<file path="config.mk">
export PLATFORM = sky130hd
export DESIGN_NAME = axi_lite_read_responder
export DESIGN_NICKNAME = d
export VERILOG_FILES = /design/src/rtl/axi_lite_read_responder.sv
export SDC_FILE = /design/constraint.sdc
export NUM_CORES = 1
export LEC_CHECK = 0
export ABC_AREA = 1
export ABC_CLOCK_PERIOD_IN_PS = 3900
export BUFFER_PORTS_ARGS = -buffer_cell sky130_fd_sc_hd__buf_4
export CELL_PAD_IN_SITES_DETAIL_PLACEMENT = 0
export CELL_PAD_IN_SITES_GLOBAL_PLACEMENT = 2
export CORE_MARGIN = 3
export CORE_UTILIZATION = 39
export CTS_CLUSTER_DIAMETER = 150
export DETAILED_ROUTE_END_ITERATION = 12
export HOLD_SLACK_MARGIN = 0.08
export PLACE_DENSITY = 0.8
export REMOVE_ABC_BUFFERS = 1
export SLEW_MARGIN = 5
export SYNTH_ARGS = -nofsm -noshare
export SYNTH_HDL_FRONTEND = slang
export SYNTH_SLANG_ARGS = --single-unit
</file>
<file path="constraint.sdc">
create_clock -name clock -period 3.9 [get_ports clock]
set_input_delay 0.585 -clock clock [delete_from_list [all_inputs] [get_ports clock]]
set_output_delay 0.585 -clock clock [all_outputs]
set_load 0.1 [all_outputs]
</file>
<file path="src/rtl/axi_lite_read_responder.sv">
// AXI4-Lite read-side slave engine.
// Accepts AR requests, decodes them into a word index, strobes the user
// register space, and returns {rdata, rresp} in acceptance order through a
// response FIFO. Handshake semantics on both channels: a transfer happens in
// a cycle where valid and ready are both high at the rising edge. Once this
// block raises rvalid it keeps rvalid/rdata/rresp stable until rready.
// The credit counter covers every read from AR acceptance until its R beat,
// so the FIFO can never be pushed while full.
module axi_lite_read_responder #(
    parameter int AXI_ADDR_WIDTH  = 16,
    parameter int AXI_RDATA_WIDTH = 32,
    parameter int NREGS           = 16,
    parameter int DEPTH           = 4,
    parameter int READ_LATENCY    = 1,
    localparam int IDX_W          = (NREGS > 1) ? $clog2(NREGS) : 1,
    localparam int CNT_W          = $clog2(DEPTH + 1)
) (
    input  logic                       clock,
    input  logic                       reset,
    input  logic                       arvalid,
    output logic                       arready,
    input  logic [AXI_ADDR_WIDTH-1:0]  araddr,
    input  logic [2:0]                 arprot,
    output logic                       rvalid,
    input  logic                       rready,
    output logic [AXI_RDATA_WIDTH-1:0] rdata,
    output logic [1:0]                 rresp,
    output logic                       rd_en,
    output logic [IDX_W-1:0]           rd_index,
    input  logic [AXI_RDATA_WIDTH-1:0] rd_data,
    output logic [CNT_W-1:0]           outstanding
);

    localparam int PTR_W = (DEPTH > 1) ? $clog2(DEPTH) : 1;

    localparam logic [1:0] RESP_OKAY   = 2'b00;
    localparam logic [1:0] RESP_SLVERR = 2'b10;
    localparam logic [1:0] RESP_DECERR = 2'b11;

    // Credit counter
    logic [CNT_W-1:0] outstanding_q, outstanding_d;

    // Tag pipeline: one {valid, resp} slot per cycle of read latency
    logic [READ_LATENCY-1:0]   pipe_vld_q, pipe_vld_d;
    logic [2*READ_LATENCY-1:0] pipe_resp_q, pipe_resp_d;

    // Response FIFO
    logic [AXI_RDATA_WIDTH-1:0] fifo_data_q [DEPTH];
    logic [1:0]                 fifo_resp_q [DEPTH];
    logic [PTR_W-1:0]           wr_ptr_q, rd_ptr_q;
    logic [CNT_W-1:0]           fifo_cnt_q, fifo_cnt_d;

    logic                       ar_hs;
    logic                       r_hs;
    logic [AXI_ADDR_WIDTH-1:0]  word_addr;
    logic [1:0]                 dec_resp;
    logic                       push;
    logic                       pop;
    logic [1:0]                 push_resp;
    logic [AXI_RDATA_WIDTH-1:0] push_data;

    // arprot carries no meaning for this register space.
    logic unused_arprot;
    assign unused_arprot = ^arprot;

    function automatic logic [PTR_W-1:0] ptr_inc(input logic [PTR_W-1:0] p);
        return (p == PTR_W'(DEPTH - 1)) ? '0 : p + PTR_W'(1);
    endfunction

    // Ready depends only on the registered credit count and reset.
    assign arready = (outstanding_q < CNT_W'(DEPTH)) && !reset;
    assign ar_hs   = arvalid && arready;
    assign rvalid  = (fifo_cnt_q != '0);
    assign r_hs    = rvalid && rready;
    assign pop     = r_hs;

    // Address decode: misalignment wins over range errors.
    always_comb begin
        word_addr = araddr >> 2;
        if (araddr[1:0] != 2'b00) begin
            dec_resp = RESP_SLVERR;
        end else if (word_addr >= AXI_ADDR_WIDTH'(NREGS)) begin
            dec_resp = RESP_DECERR;
        end else begin
            dec_resp = RESP_OKAY;
        end
    end

    assign rd_en    = ar_hs && (dec_resp == RESP_OKAY);
    assign rd_index = word_addr[IDX_W-1:0];

    // The last tag stage lines up with the cycle rd_data is valid.
    assign push      = pipe_vld_q[READ_LATENCY-1];
    assign push_resp = pipe_resp_q[2*READ_LATENCY-1 -: 2];
    assign push_data = (push_resp == RESP_OKAY) ? rd_data : '0;

    // Head of FIFO drives the R channel; idle outputs read as zero.
    assign rdata       = rvalid ? fifo_data_q[rd_ptr_q] : '0;
    assign rresp       = rvalid ? fifo_resp_q[rd_ptr_q] : RESP_OKAY;
    assign outstanding = outstanding_q;

    // Next-state for credits, tag pipe shift and FIFO occupancy.
    always_comb begin
        outstanding_d = outstanding_q;
        if (ar_hs && !r_hs) begin
            outstanding_d = outstanding_q + CNT_W'(1);
        end else if (!ar_hs && r_hs) begin
            outstanding_d = outstanding_q - CNT_W'(1);
        end

        pipe_vld_d       = pipe_vld_q << 1;
        pipe_vld_d[0]    = ar_hs;
        pipe_resp_d      = pipe_resp_q << 2;
        pipe_resp_d[1:0] = dec_resp;

        fifo_cnt_d = fifo_cnt_q;
        if (push && !pop) begin
            fifo_cnt_d = fifo_cnt_q + CNT_W'(1);
        end else if (!push && pop) begin
            fifo_cnt_d = fifo_cnt_q - CNT_W'(1);
        end
    end

    // Control state; reset drops every in-flight read without a response.
    always_ff @(posedge clock) begin
        if (reset) begin
            outstanding_q <= '0;
            pipe_vld_q    <= '0;
            pipe_resp_q   <= '0;
            fifo_cnt_q    <= '0;
            wr_ptr_q      <= '0;
            rd_ptr_q      <= '0;
        end else begin
            outstanding_q <= outstanding_d;
            pipe_vld_q    <= pipe_vld_d;
            pipe_resp_q   <= pipe_resp_d;
            fifo_cnt_q    <= fifo_cnt_d;
            if (push) begin
                wr_ptr_q <= ptr_inc(wr_ptr_q);
            end
            if (pop) begin
                rd_ptr_q <= ptr_inc(rd_ptr_q);
            end
        end
    end

    // FIFO storage; entries are qualified by the occupancy count, so no reset.
    always_ff @(posedge clock) begin
        if (push) begin
            fifo_data_q[wr_ptr_q] <= push_data;
            fifo_resp_q[wr_ptr_q] <= push_resp;
        end
    end

    a_no_overflow: assert property (@(posedge clock) disable iff (reset)
        !(push && !pop && (fifo_cnt_q == CNT_W'(DEPTH))));

    a_credit_bound: assert property (@(posedge clock) disable iff (reset)
        outstanding_q <= CNT_W'(DEPTH));

endmodule

</file>
==> flow_summary.html, run 1 <==
<table>
<tr><th>Metric</th><th>Value</th></tr>
<tr><th colspan="2">Status</th></tr>
<tr><td>Outcome</td><td>completed</td></tr>
<tr><th colspan="2">Route</th></tr>
<tr><td>Initial DRC Count</td><td>255</td></tr>
<tr><td>Post-DRT Antenna Nets</td><td>0</td></tr>
<tr><td>Count of unresolved DRC violations after routing</td><td>0</td></tr>
<tr><td>Number of search-and-repair iterations in the first detailed-routing pass</td><td>4</td></tr>
<tr><td>DR vias</td><td>4,122</td></tr>
<tr><td>Average wire per standard cell</td><td>15.38 microns</td></tr>
<tr><td>Average via count per standard cell</td><td>4.684</td></tr>
<tr><td>Total Wirelength</td><td>13.54 mm</td></tr>
<tr><th colspan="2">Placement</th></tr>
<tr><td>Pre-CTS setup slack</td><td>0.8532 ns</td></tr>
<tr><td>Final GP Congestion</td><td>0.6725</td></tr>
<tr><td>Number of I/O port buffers</td><td>87</td></tr>
<tr><td>DP HPWL</td><td>7.194 mm</td></tr>
<tr><td>Placed Area</td><td>7047 sq um</td></tr>
<tr><th colspan="2">Synthesis</th></tr>
<tr><td>Netlist area before placement</td><td>6364 sq um</td></tr>
<tr><td>Sequential area share after synthesis</td><td>0.6890</td></tr>
<tr><td>Number of warning messages in the yosys log</td><td>0</td></tr>
<tr><td>Average footprint of a synthesized cell</td><td>11.03 sq um</td></tr>
<tr><td>Synth area leaders</td><td>sky130_fd_sc_hd__edfxtp_1 (64%), sky130_fd_sc_hd__nor2_1 (11%), sky130_fd_sc_hd__dfxtp_1 (4.7%)</td></tr>
<tr><td>Number of synthesized register bits</td><td>151</td></tr>
<tr><td>Largest area contributor in the synthesized netlist</td><td>sky130_fd_sc_hd__edfxtp_1</td></tr>
<tr><td>Cells after Synth</td><td>577</td></tr>
<tr><td>Synth unique cells</td><td>22</td></tr>
<tr><td>Synth top area share</td><td>0.6418</td></tr>
<tr><th colspan="2">Pwr</th></tr>
<tr><td>Maximum vdd drop</td><td>0.0005539 V</td></tr>
<tr><td>Switching part of the total power</td><td>0.4732</td></tr>
<tr><td>P_sw</td><td>3.162 mW</td></tr>
<tr><td>Int Power</td><td>3.521 mW</td></tr>
<tr><td>P per Cell Area</td><td>874.8 nW/um^2</td></tr>
<tr><td>Reg power frac</td><td>0.295</td></tr>
<tr><td>Part of the total power dissipated in the clock network</td><td>0.244</td></tr>
<tr><td>Power share of the combinational group</td><td>0.460</td></tr>
<tr><td>LEAKAGE</td><td>3.020 nW</td></tr>
<tr><th colspan="2">Die</th></tr>
<tr><td>Die Height</td><td>133.7 microns</td></tr>
<tr><td>Effective utilization at floorplan</td><td>0.3992</td></tr>
<tr><td>Die area</td><td>17,890 sq um</td></tr>
<tr><td>Standard-cell rows</td><td>46</td></tr>
<tr><td>Overall die width</td><td>133.7 microns</td></tr>
<tr><td>Core region area</td><td>15,940 sq um</td></tr>
<tr><td>IO Count</td><td>99</td></tr>
<tr><th colspan="2">CTS</th></tr>
<tr><td>Clock sink total</td><td>151</td></tr>
<tr><td>Clock latency reported for the late side of the worst-skew pair</td><td>0.41 ns</td></tr>
<tr><td>Clock slew at reported path FFs</td><td>0.06 ns</td></tr>
<tr><td>Resize count post-CTS</td><td>0</td></tr>
<tr><td>TritonCTS buffer count</td><td>17</td></tr>
<tr><td>Maximum clock path buffer count</td><td>2</td></tr>
<tr><td>Number of setup buffers added after CTS</td><td>0</td></tr>
<tr><td>Number of buffers inserted by hold repair at cts</td><td>0</td></tr>
<tr><td>Clock root buffer</td><td>sky130_fd_sc_hd__clkbuf_16</td></tr>
<tr><td>Number of H-tree branching levels</td><td>4</td></tr>
<tr><td>Clock tree from TritonCTS</td><td>done</td></tr>
<tr><th colspan="2">Finish</th></tr>
<tr><td>Top library cells by usage in the layout, fill and taps aside</td><td>sky130_fd_sc_hd__nor2_1 (188), sky130_fd_sc_hd__edfxtp_1 (136), sky130_fd_sc_hd__buf_4 (88)</td></tr>
<tr><td>Antenna diodes</td><td>0</td></tr>
<tr><td>Fin nets</td><td>715</td></tr>
<tr><td>Area overhead of the layout relative to synthesis</td><td>20.06%</td></tr>
<tr><td>Final core utilization</td><td>0.4792</td></tr>
<tr><td>Most common cell after layout, fill and taps aside</td><td>sky130_fd_sc_hd__nor2_1</td></tr>
<tr><td>Area of all placed cells without fillers</td><td>7640 sq um</td></tr>
<tr><td>Ratio of cells with drive above 1 in the final layout</td><td>0.1883</td></tr>
<tr><th colspan="2">STA</th></tr>
<tr><td>Achievable frequency</td><td>291.9 MHz</td></tr>
<tr><td>Clk_skew</td><td>0.005373 ns</td></tr>
<tr><td>Final setup violating endpoints</td><td>0</td></tr>
<tr><td>Hold violation total from the final report</td><td>0</td></tr>
<tr><td>Worst path setup slack after routing</td><td>0.4746 ns</td></tr>
<tr><td>Final worst path period share</td><td>0.8783</td></tr>
<tr><td>Min cycle time layout</td><td>3.425 ns</td></tr>
<tr><td>Setup repair after global routing missed its margin</td><td>false</td></tr>
<tr><td>Worst rel slew slack</td><td>0.2612</td></tr>
<tr><td>Setup TNS</td><td>0 ns</td></tr>
<tr><td>Measured slew at the worst slew-check pin</td><td>1.108 ns</td></tr>
<tr><td>Worst hold-check slack</td><td>0.3854 ns</td></tr>
<tr><td>Number of slew-limit violations in the final report</td><td>0</td></tr>
<tr><th colspan="2">GRT</th></tr>
<tr><td>First-pass GRT wire length</td><td>21.46 mm</td></tr>
<tr><td>Maximum number of pins on one net before global-route repair</td><td>69</td></tr>
<tr><td>Global-route congestion overflow total</td><td>0</td></tr>
<tr><td>Tot GR Track Use</td><td>0.1584</td></tr>
<tr><td>Vias in the first global route</td><td>4,120</td></tr>
<tr><td>Antenna violations before repair</td><td>0</td></tr>
<tr><th colspan="2">Worst hold path</th></tr>
<tr><td>Class of the tightest hold or removal check</td><td>in2reg</td></tr>
<tr><th colspan="2">Critical path</th></tr>
<tr><td>Worst endpoint required time</td><td>3.31 ns</td></tr>
<tr><td>Critical Path End Type</td><td>primary output</td></tr>
<tr><td>Setup slack of the worst register-to-register path</td><td>2.04 ns</td></tr>
<tr><td>Critical path data arrival time</td><td>2.84 ns</td></tr>
<tr><td>Setup CP Type</td><td>reg2out</td></tr>
<tr><td>Type of element launching the critical path</td><td>register</td></tr>
<tr><td>Peak fanout along the critical path</td><td>35</td></tr>
<tr><th colspan="2">Flow run</th></tr>
<tr><td>Max_cap viols</td><td>0</td></tr>
</table>
==> flip-flops by register name (all words and copies together), names as in the netlist, named ones only <==
signal,count
fifo_data_q,128
fifo_resp_q,8
fifo_cnt_q,3
outstanding,3
pipe_resp_q,2
rd_ptr_q,2
wr_ptr_q,2
pipe_vld_q,1
==> synth_stat cells <==
| cell | instances |
|---|---|
| sky130_fd_sc_hd__nor3_1 | 1 |
| sky130_fd_sc_hd__inv_1 | 51 |
| sky130_fd_sc_hd__o21ai_0 | 52 |
| sky130_fd_sc_hd__buf_8 | 3 |
| sky130_fd_sc_hd__nand2_1 | 20 |
| sky130_fd_sc_hd__buf_2 | 10 |
| sky130_fd_sc_hd__nor2_1 | 188 |
| sky130_fd_sc_hd__inv_2 | 3 |
| sky130_fd_sc_hd__or2_2 | 2 |
| sky130_fd_sc_hd__buf_4 | 10 |
| sky130_fd_sc_hd__clkbuf_1 | 1 |
| sky130_fd_sc_hd__xor2_1 | 1 |
| sky130_fd_sc_hd__ha_1 | 7 |
| sky130_fd_sc_hd__dfxtp_1 | 15 |
| sky130_fd_sc_hd__o21ai_1 | 20 |
| sky130_fd_sc_hd__buf_6 | 5 |
| sky130_fd_sc_hd__clkbuf_2 | 4 |
| sky130_fd_sc_hd__fa_1 | 2 |
| sky130_fd_sc_hd__a21oi_1 | 40 |
| sky130_fd_sc_hd__nand3_1 | 5 |
| sky130_fd_sc_hd__edfxtp_1 | 136 |
| sky130_fd_sc_hd__and2_1 | 1 |
==> final timing paths <==
check / end / cells after the start / from
max: rdata[22] / 5 / register
min: outstanding[0] / 2 / reset
max reg2reg: fifo_cnt_q[2] / 12 / fifo_cnt_q[0]
min reg2reg: register / 2 / rd_ptr_q[1]
==> cells by family after synthesis <==
family                     after synthesis  synth area share
and+or+nand+nor                        217            0.1304
xor gates and xnor gates                 1          0.001377
buffers and inverters                   87           0.07117
AOI/OAI and AO/OA                      112           0.08809
adders and majority gates                9           0.02005
DFF                                    151            0.6890
==> per-stage QoR <==
step           cells  power (mW)
2_1_floorplan    544       4.385
3_3_place_gp     848       5.082
3_5_place_dp     848       5.105
4_1_cts          880       6.750
5_1_grt          880       6.986
6_report         880       6.683
==> power groups by stage <==
stage	Combinational (mW)	Sequential, mW	Clock (mW)
6_report	3.08	1.97	1.63
5_1_grt	3.26	1.99	1.74
4_1_cts	3.11	1.98	1.67
3_5_place_dp	3.10	2.01	0
3_3_place_gp	3.08	2.00	0
2_1_floorplan	2.26	2.12	0
==> worst max-delay path: stages (launching register included) <==
cell and delay (ns):
sky130_fd_sc_hd__dfxtp_2 0.91, sky130_fd_sc_hd__inv_2 0.56, sky130_fd_sc_hd__nor2_1 0.20, sky130_fd_sc_hd__o21ai_1 0.09, sky130_fd_sc_hd__a21oi_1 0.29, sky130_fd_sc_hd__buf_4 0.35
==> metal layers <==
| metal | part of all wire | GRT usage | routed length [microns] | vias to the layer above |
|---|---|---|---|---|
| met5 | 0 | 0 | 0 | - |
| met2 | 0.50 | 0.2701 | 6758 | 111 |
| met4 | 0.012 | 0.05486 | 165 | 0 |
| met3 | 0.055 | 0.04305 | 747 | 13 |
| li1 | - | - | - | 2076 |
| met1 | 0.43 | 0.1949 | 5866 | 1922 |
==> area by class of cell <==
class,count,area (sq um)
clock inverters,13,160.2
flip-flops and latches,151,4387
inverters,54,202.7
fillers,1476,8303
clock buffers,19,432.9
repair buffers,88,660.6
well taps,216,270.3
multi-input cells,339,1526
Note: power is estimated with default switching activity, not from simulation.
==> run 2: changes to the inputs <==
Settings changed: GPL_TIMING_DRIVEN set to 0, MAX_ROUTING_LAYER set to met4.
==> run 2 against run 1 <==
Critical path depth did not move. Critical path type unchanged. Utilization rose by 0.60 points. Final cell count rose by 0.45%. Highest routed layer unchanged. Sequential share of layout area fell by 0.71 points.
==> flow_summary.html, run 2 (synthesized netlist as in run 1, its figures left out) <==
<table>
<tr><th>Metric</th><th>Value</th></tr>
<tr><th colspan="2">Finish</th></tr>
<tr><td>Max FFs per register</td><td>128 (unchanged)</td></tr>
<tr><td>Fin nets</td><td>720 (was 715)</td></tr>
<tr><td>Most flops, register</td><td>fifo_data_q (unchanged)</td></tr>
<tr><td>Antenna diodes</td><td>0 (unchanged)</td></tr>
<tr><td>Area of all placed cells without fillers</td><td>7735 sq um (was 7640 sq um)</td></tr>
<tr><td>Most common cell after layout, fill and taps aside</td><td>sky130_fd_sc_hd__nor2_1 (unchanged)</td></tr>
<tr><td>Top flop regs</td><td>fifo_data_q x128, fifo_resp_q x8 (unchanged)</td></tr>
<tr><td>Top library cells by usage in the layout, fill and taps aside</td><td>sky130_fd_sc_hd__nor2_1 (188), sky130_fd_sc_hd__edfxtp_1 (136), sky130_fd_sc_hd__buf_4 (87) (was sky130_fd_sc_hd__nor2_1 (188), sky130_fd_sc_hd__edfxtp_1 (136), sky130_fd_sc_hd__buf_4 (88))</td></tr>
<tr><td>Area overhead of the layout relative to synthesis</td><td>21.55% (was 20.06%)</td></tr>
<tr><td>Ratio of cells with drive above 1 in the final layout</td><td>0.1931 (was 0.1883)</td></tr>
<tr><td>Filler cell count</td><td>1,455 (was 1,476)</td></tr>
<tr><th colspan="2">CTS</th></tr>
<tr><td>Clock root buffer</td><td>sky130_fd_sc_hd__clkbuf_16 (unchanged)</td></tr>
<tr><td>Resize count post-CTS</td><td>0 (unchanged)</td></tr>
<tr><td>Clock latency reported for the late side of the worst-skew pair</td><td>0.42 ns (was 0.41 ns)</td></tr>
<tr><td>TritonCTS buffer count</td><td>17 (unchanged)</td></tr>
<tr><td>Clock sink total</td><td>151 (unchanged)</td></tr>
<tr><td>Maximum clock path buffer count</td><td>2 (unchanged)</td></tr>
<tr><td>Number of buffers inserted by hold repair at cts</td><td>0 (unchanged)</td></tr>
<tr><td>Clock tree from TritonCTS</td><td>done (unchanged)</td></tr>
<tr><td>Number of setup buffers added after CTS</td><td>0 (unchanged)</td></tr>
<tr><td>Number of H-tree branching levels</td><td>4 (unchanged)</td></tr>
<tr><td>Clock slew at reported path FFs</td><td>0.06 ns (about the same)</td></tr>
<tr><th colspan="2">Die</th></tr>
<tr><td>Die Height</td><td>133.7 microns (unchanged)</td></tr>
<tr><td>Standard-cell rows</td><td>46 (unchanged)</td></tr>
<tr><td>Effective utilization at floorplan</td><td>0.3992 (unchanged)</td></tr>
<tr><td>Die area</td><td>17,890 sq um (unchanged)</td></tr>
<tr><td>Overall die width</td><td>133.7 microns (unchanged)</td></tr>
<tr><td>IO Count</td><td>99 (unchanged)</td></tr>
<tr><td>Core region area</td><td>15,940 sq um (unchanged)</td></tr>
<tr><th colspan="2">GRT</th></tr>
<tr><td>Global-route congestion overflow total</td><td>0 (unchanged)</td></tr>
<tr><td>First-pass GRT wire length</td><td>20.74 mm (was 21.46 mm)</td></tr>
<tr><td>Antenna violations before repair</td><td>0 (unchanged)</td></tr>
<tr><td>Vias in the first global route</td><td>4,012 (was 4,120)</td></tr>
<tr><td>Maximum number of pins on one net before global-route repair</td><td>69 (unchanged)</td></tr>
<tr><td>GR met2 Demand/Resource</td><td>0.2675 (was 0.2701)</td></tr>
<tr><td>GR Util met1</td><td>0.1847 (was 0.1949)</td></tr>
<tr><td>GRT busiest layer</td><td>met2 (unchanged)</td></tr>
<tr><td>Tot GR Track Use</td><td>0.1581 (was 0.1584)</td></tr>
<tr><td>Met3 track utilization from global routing</td><td>0.03625 (was 0.04305)</td></tr>
<tr><th colspan="2">Critical path</th></tr>
<tr><td>Worst endpoint required time</td><td>3.31 ns (about the same)</td></tr>
<tr><td>Peak fanout along the critical path</td><td>68 (was 35)</td></tr>
<tr><td>Type of element launching the critical path</td><td>register (unchanged)</td></tr>
<tr><td>Critical Path End Type</td><td>primary output (unchanged)</td></tr>
<tr><td>Critical path data arrival time</td><td>2.85 ns (was 2.84 ns)</td></tr>
<tr><td>Setup CP Type</td><td>reg2out (unchanged)</td></tr>
<tr><th colspan="2">Worst hold path</th></tr>
<tr><td>Class of the tightest hold or removal check</td><td>in2reg (unchanged)</td></tr>
<tr><th colspan="2">Route</th></tr>
<tr><td>Average via count per standard cell</td><td>4.733 (was 4.684)</td></tr>
<tr><td>Count of unresolved DRC violations after routing</td><td>0 (unchanged)</td></tr>
<tr><td>Total Wirelength</td><td>13.54 mm (about the same)</td></tr>
<tr><td>Number of search-and-repair iterations in the first detailed-routing pass</td><td>6 (was 4)</td></tr>
<tr><td>DR vias</td><td>4,184 (was 4,122)</td></tr>
<tr><td>Average wire per standard cell</td><td>15.32 microns (was 15.38 microns)</td></tr>
<tr><td>Post-DRT Antenna Nets</td><td>0 (unchanged)</td></tr>
<tr><td>Initial DRC Count</td><td>347 (was 255)</td></tr>
<tr><th colspan="2">STA</th></tr>
<tr><td>Achievable frequency</td><td>290.8 MHz (was 291.9 MHz)</td></tr>
<tr><td>Worst hold-check slack</td><td>0.3901 ns (was 0.3854 ns)</td></tr>
<tr><td>Measured slew at the worst slew-check pin</td><td>1.064 ns (was 1.108 ns)</td></tr>
<tr><td>Setup repair after global routing missed its margin</td><td>false (unchanged)</td></tr>
<tr><td>Hold violation total from the final report</td><td>0 (unchanged)</td></tr>
<tr><td>Min cycle time layout</td><td>3.439 ns (was 3.425 ns)</td></tr>
<tr><td>Setup TNS</td><td>0 ns (unchanged)</td></tr>
<tr><td>Worst path setup slack after routing</td><td>0.4611 ns (was 0.4746 ns)</td></tr>
<tr><td>Final worst path period share</td><td>0.8818 (was 0.8783)</td></tr>
<tr><td>Worst rel slew slack</td><td>0.2898 (was 0.2612)</td></tr>
<tr><td>Number of slew-limit violations in the final report</td><td>0 (unchanged)</td></tr>
<tr><td>Clk_skew</td><td>0.008724 ns (was 0.005373 ns)</td></tr>
<tr><td>Final setup violating endpoints</td><td>0 (unchanged)</td></tr>
<tr><th colspan="2">Pwr</th></tr>
<tr><td>LEAKAGE</td><td>3.046 nW (was 3.020 nW)</td></tr>
<tr><td>P per Cell Area</td><td>858.4 nW/um^2 (was 874.8 nW/um^2)</td></tr>
<tr><td>Maximum vdd drop</td><td>0.0004544 V (was 0.0005539 V)</td></tr>
<tr><td>Total Power</td><td>6.639 mW (was 6.683 mW)</td></tr>
<tr><th colspan="2">Placement</th></tr>
<tr><td>Pre-CTS setup slack</td><td>0.8604 ns (was 0.8532 ns)</td></tr>
<tr><td>Placed Area</td><td>7167 sq um (was 7047 sq um)</td></tr>
<tr><td>Number of I/O port buffers</td><td>87 (unchanged)</td></tr>
<tr><td>Final GP Congestion</td><td>0.7185 (was 0.6725)</td></tr>
<tr><td>DP HPWL</td><td>7.869 mm (was 7.194 mm)</td></tr>
<tr><th colspan="2">Flow run</th></tr>
<tr><td>Max_cap viols</td><td>0 (unchanged)</td></tr>
<tr><th colspan="2">Status</th></tr>
<tr><td>Outcome</td><td>completed (unchanged)</td></tr>
</table>
run 2: final timing paths:
check | depth (start not counted) | end | start | slack (ns)
worst max-delay path | 5 | rdata[15] | register | 0.46
worst max register to register | 12 | outstanding[2] | fifo_cnt_q[0] | 2.03
worst min register to register | 2 | register | rd_ptr_q[1] | 0.48
worst min-delay path | 2 | outstanding[0] | reset | 0.39
run 2: final cells by class:
class | instances | area, sq um | share of cell area
sequential | 151 | 4387 | 0.5671
timing repair buffer | 93 | 780.7 | 0.1009
inverter | 54 | 202.7 | 0.02621
clock buffer | 19 | 432.9 | 0.05597
clock inverter | 12 | 135.1 | 0.01747
tap | 216 | 270.3 | 0.03494
multi-input combinational | 339 | 1526 | 0.1973
run 2: power by group:
part / switching (mW) / internal (mW)
sequential: 0.0934 / 1.89
combinational: 2.49 / 0.602
clock: 0.576 / 0.987
total: 3.16 / 3.48
run 2: critical path: stages, from the launching register on:
cell and delay, ns:
sky130_fd_sc_hd__dfxtp_2 0.48, sky130_fd_sc_hd__buf_12 0.25, sky130_fd_sc_hd__inv_2 0.80, sky130_fd_sc_hd__o21ai_0 0.23, sky130_fd_sc_hd__a21oi_1 0.28, sky130_fd_sc_hd__buf_4 0.34
run 2: per-layer routing:
metal,up-vias,part of all wire
met5,-,0
met3,12,0.063
li1,2080,-
met4,0,0.011
met1,1957,0.42
met2,135,0.50
run 2: per-stage QoR:
stage	std cells	utilization
finish	884	0.4852
detailed placement	853	0.4495
global route	884	0.4852
floorplan	544	-
CTS	884	0.4852
global placement	847	0.4414
==> run 3: changes to the inputs <==
Settings changed: ABC_CLOCK_PERIOD_IN_PS 3900 to 3200, CORE_ASPECT_RATIO set to 0.5, CORE_UTILIZATION 39 to 37, PLACE_DENSITY 0.8 to 0.77.
Clock period 3.9 ns to 3.2 ns, I/O delays scaled along.
==> run 3 against run 2 <==
Clock skew is 0.00073 ns lower. Clock-buffer cell count is 1 lower. Combinational power is 22% higher. Register-to-register slack worse by 0.71 ns. Die area is 5.7% higher. Cell area is 0.94% higher. Total power is 24% higher. First-iteration DRC count is 45% lower. Global-route usage is 0.84 points lower. Sequential power is 22% higher. Routed wire length is 1.7% lower. Critical endpoint is now rdata[1]. Largest cell class unchanged. Highest routed layer unchanged.
==> flow_summary.html, run 3 (synthesized netlist as in run 1, its figures left out) <==
<table>
<tr><th>Metric</th><th>Value</th></tr>
<tr><th colspan="2">Pwr</th></tr>
<tr><td>P per Cell Area</td><td>1056 nW/um^2 (was 858.4 nW/um^2)</td></tr>
<tr><td>Maximum vdd drop</td><td>0.0005825 V (was 0.0004544 V)</td></tr>
<tr><td>Switching part of the total power</td><td>0.4793 (was 0.4753)</td></tr>
<tr><td>Total Power</td><td>8.243 mW (was 6.639 mW)</td></tr>
<tr><td>LEAKAGE</td><td>3.068 nW (was 3.046 nW)</td></tr>
<tr><td>Part of the total power dissipated in the clock network</td><td>0.249 (was 0.235)</td></tr>
<tr><td>Reg power frac</td><td>0.294 (was 0.299)</td></tr>
<tr><td>Int Power</td><td>4.292 mW (was 3.483 mW)</td></tr>
<tr><td>P_sw</td><td>3.951 mW (was 3.156 mW)</td></tr>
<tr><td>Power share of the combinational group</td><td>0.457 (was 0.465)</td></tr>
<tr><th colspan="2">Finish</th></tr>
<tr><td>Reg area</td><td>4387 sq um (unchanged)</td></tr>
<tr><td>Area overhead of the layout relative to synthesis</td><td>22.69% (was 21.55%)</td></tr>
<tr><td>Most common cell after layout, fill and taps aside</td><td>sky130_fd_sc_hd__nor2_1 (unchanged)</td></tr>
<tr><td>Top flop regs</td><td>fifo_data_q x128, fifo_resp_q x8 (unchanged)</td></tr>
<tr><td>Max FFs per register</td><td>128 (unchanged)</td></tr>
<tr><td>Area of all placed cells without fillers</td><td>7807 sq um (was 7735 sq um)</td></tr>
<tr><td>Fin nets</td><td>720 (unchanged)</td></tr>
<tr><td>Area of the multi-input gates</td><td>1526 sq um (unchanged)</td></tr>
<tr><td>Antenna diodes</td><td>0 (unchanged)</td></tr>
<tr><td>Ratio of cells with drive above 1 in the final layout</td><td>0.2018 (was 0.1931)</td></tr>
<tr><td>Most flops, register</td><td>fifo_data_q (unchanged)</td></tr>
<tr><td>Filler cell count</td><td>1,525 (was 1,455)</td></tr>
<tr><td>Top library cells by usage in the layout, fill and taps aside</td><td>sky130_fd_sc_hd__nor2_1 (188), sky130_fd_sc_hd__edfxtp_1 (136), sky130_fd_sc_hd__buf_4 (87) (unchanged)</td></tr>
<tr><th colspan="2">Placement</th></tr>
<tr><td>Final GP Congestion</td><td>0.6825 (was 0.7185)</td></tr>
<tr><td>Placed Area</td><td>7181 sq um (was 7167 sq um)</td></tr>
<tr><td>DP HPWL</td><td>7.396 mm (was 7.869 mm)</td></tr>
<tr><td>Number of I/O port buffers</td><td>87 (unchanged)</td></tr>
<tr><td>Pre-CTS setup slack</td><td>0.2028 ns (was 0.8604 ns)</td></tr>
<tr><th colspan="2">STA</th></tr>
<tr><td>Setup repair after global routing missed its margin</td><td>false (unchanged)</td></tr>
<tr><td>Worst rel slew slack</td><td>0.4093 (was 0.2898)</td></tr>
<tr><td>Worst path setup slack after routing</td><td>0.3022 ns (was 0.4611 ns)</td></tr>
<tr><td>Worst hold-check slack</td><td>0.2845 ns (was 0.3901 ns)</td></tr>
<tr><td>Setup TNS</td><td>0 ns (unchanged)</td></tr>
<tr><td>Hold violation total from the final report</td><td>0 (unchanged)</td></tr>
<tr><td>Measured slew at the worst slew-check pin</td><td>0.8861 ns (was 1.064 ns)</td></tr>
<tr><td>Min cycle time layout</td><td>2.898 ns</td></tr>
<tr><td>Number of slew-limit violations in the final report</td><td>0 (unchanged)</td></tr>
<tr><td>Clk_skew</td><td>0.007998 ns (was 0.008724 ns)</td></tr>
<tr><td>Final setup violating endpoints</td><td>0 (unchanged)</td></tr>
<tr><td>Final worst path period share</td><td>0.9056</td></tr>
<tr><td>Achievable frequency</td><td>345.1 MHz</td></tr>
<tr><th colspan="2">Route</th></tr>
<tr><td>Count of unresolved DRC violations after routing</td><td>0 (unchanged)</td></tr>
<tr><td>Average via count per standard cell</td><td>4.542 (was 4.733)</td></tr>
<tr><td>Post-DRT Antenna Nets</td><td>0 (unchanged)</td></tr>
<tr><td>Initial DRC Count</td><td>190 (was 347)</td></tr>
<tr><td>Average wire per standard cell</td><td>14.86 microns (was 15.32 microns)</td></tr>
<tr><td>Number of search-and-repair iterations in the first detailed-routing pass</td><td>5 (was 6)</td></tr>
<tr><td>DR vias</td><td>4,070 (was 4,184)</td></tr>
<tr><td>Total Wirelength</td><td>13.32 mm (was 13.54 mm)</td></tr>
<tr><th colspan="2">GRT</th></tr>
<tr><td>Met3 track utilization from global routing</td><td>0.03589 (was 0.03625)</td></tr>
<tr><td>Global-route congestion overflow total</td><td>0 (unchanged)</td></tr>
<tr><td>GRT busiest layer</td><td>met2 (unchanged)</td></tr>
<tr><td>Tot GR Track Use</td><td>0.1497 (was 0.1581)</td></tr>
<tr><td>Vias in the first global route</td><td>3,990 (was 4,012)</td></tr>
<tr><td>Antenna violations before repair</td><td>0 (unchanged)</td></tr>
<tr><td>Maximum number of pins on one net before global-route repair</td><td>69 (unchanged)</td></tr>
<tr><td>GR met2 Demand/Resource</td><td>0.2539 (was 0.2675)</td></tr>
<tr><td>First-pass GRT wire length</td><td>20.61 mm (was 20.74 mm)</td></tr>
<tr><td>GR Util met1</td><td>0.1776 (was 0.1847)</td></tr>
<tr><th colspan="2">Critical path</th></tr>
<tr><td>Largest incremental delay on the critical path</td><td>0.81 ns (was 0.80 ns)</td></tr>
<tr><td>Slowest cell on crit path</td><td>sky130_fd_sc_hd__dfxtp_2 (was sky130_fd_sc_hd__inv_2)</td></tr>
<tr><td>Worst endpoint required time</td><td>2.72 ns (was 3.31 ns)</td></tr>
<tr><td>Sequence of cells on the critical path</td><td>buf_12, inv_6, o21ai_0, a21oi_1, buf_4 (was buf_12, inv_2, o21ai_0, a21oi_1, buf_4)</td></tr>
<tr><td>Crit-path leading delay family</td><td>flip-flops (was buffers and inverters)</td></tr>
<tr><td>Type of element launching the critical path</td><td>register (unchanged)</td></tr>
<tr><td>Setup CP Type</td><td>reg2out (unchanged)</td></tr>
<tr><td>Critical Path End Type</td><td>primary output (unchanged)</td></tr>
<tr><td>Buf+Inv Stages, Crit Path</td><td>3 (unchanged)</td></tr>
<tr><td>Peak fanout along the critical path</td><td>68 (unchanged)</td></tr>
<tr><td>Critical path data arrival time</td><td>2.42 ns (was 2.85 ns)</td></tr>
<tr><th colspan="2">CTS</th></tr>
<tr><td>Clock tree from TritonCTS</td><td>done (unchanged)</td></tr>
<tr><td>Clock latency reported for the late side of the worst-skew pair</td><td>0.41 ns (was 0.42 ns)</td></tr>
<tr><td>TritonCTS buffer count</td><td>17 (unchanged)</td></tr>
<tr><td>Clock sink total</td><td>151 (unchanged)</td></tr>
<tr><td>Clock slew at reported path FFs</td><td>0.06 ns (about the same)</td></tr>
<tr><td>Clock root buffer</td><td>sky130_fd_sc_hd__clkbuf_16 (unchanged)</td></tr>
<tr><td>Resize count post-CTS</td><td>1 (was 0)</td></tr>
<tr><td>Maximum clock path buffer count</td><td>2 (unchanged)</td></tr>
<tr><td>Number of H-tree branching levels</td><td>4 (unchanged)</td></tr>
<tr><td>Number of setup buffers added after CTS</td><td>0 (unchanged)</td></tr>
<tr><td>Number of buffers inserted by hold repair at cts</td><td>0 (unchanged)</td></tr>
<tr><th colspan="2">Worst hold path</th></tr>
<tr><td>Class of the tightest hold or removal check</td><td>in2reg (unchanged)</td></tr>
<tr><th colspan="2">Die</th></tr>
<tr><td>Die Height</td><td>98.74 microns (was 133.7 microns)</td></tr>
<tr><td>Effective utilization at floorplan</td><td>0.3834 (was 0.3992)</td></tr>
<tr><td>Die area</td><td>18,900 sq um (was 17,890 sq um)</td></tr>
<tr><td>Standard-cell rows</td><td>33 (was 46)</td></tr>
<tr><td>Core region area</td><td>16,600 sq um (was 15,940 sq um)</td></tr>
<tr><td>IO Count</td><td>99 (unchanged)</td></tr>
<tr><td>Overall die width</td><td>191.5 microns (was 133.7 microns)</td></tr>
<tr><th colspan="2">Status</th></tr>
<tr><td>Outcome</td><td>completed (unchanged)</td></tr>
<tr><th colspan="2">Flow run</th></tr>
<tr><td>Max_cap viols</td><td>0 (unchanged)</td></tr>
</table>
==> run 3: cell count changes in the layout (fill, tap and decap cells not counted), moves of 2 or more <==
cell and change:
sky130_fd_sc_hd__inv_6 +5, sky130_fd_sc_hd__clkinv_4 +2, sky130_fd_sc_hd__clkinv_1 -4, sky130_fd_sc_hd__clkinv_2 -3
==> run 3: per-stage QoR <==
step,utilization,cells
finish,0.4704,896
global route,0.4704,896
CTS,0.4702,896
detailed placement,0.4326,864
global placement,0.4248,858
floorplan,-,544
==> run 3: power by group through the flow <==
stage / Sequential, mW / Combinational [mW] / Clock (mW)
floorplan: 2.58 / 2.76 / 0
global placement: 2.55 / 3.67 / 0
detailed placement: 2.47 / 3.79 / 0
CTS: 2.42 / 3.81 / 2.10
global route: 2.44 / 3.99 / 2.18
finish: 2.42 / 3.76 / 2.06
==> run 3: path summary, 6_finish.rpt <==
check / startpoint / depth (start not counted) / to / slack (ns)
worst max-delay path: register / 5 / rdata[1] / 0.30
worst min-delay path: reset / 2 / wr_ptr_q[0] / 0.28
worst max register to register: fifo_cnt_q[0] / 8 / fifo_cnt_q[1] / 1.32
worst min register to register: rd_ptr_q[1] / 2 / register / 0.49
==> run 3: cell type report <==
cell class | count | share of cell area
sequential | 151 | 0.5619
inverter | 54 | 0.02660
clock inverter | 14 | 0.02468
tap | 227 | 0.03638
multi-input combinational | 339 | 0.1955
clock buffer | 18 | 0.05497
timing repair buffer | 93 | 0.1000
==> run 3: metal layers <==
metal	vias to the layer above	part of all wire	wire length [microns]
met1	1888	0.45	5945
li1	2086	-	-
met2	86	0.50	6658
met5	-	0	0
met4	0	0.010	139
met3	10	0.043	571
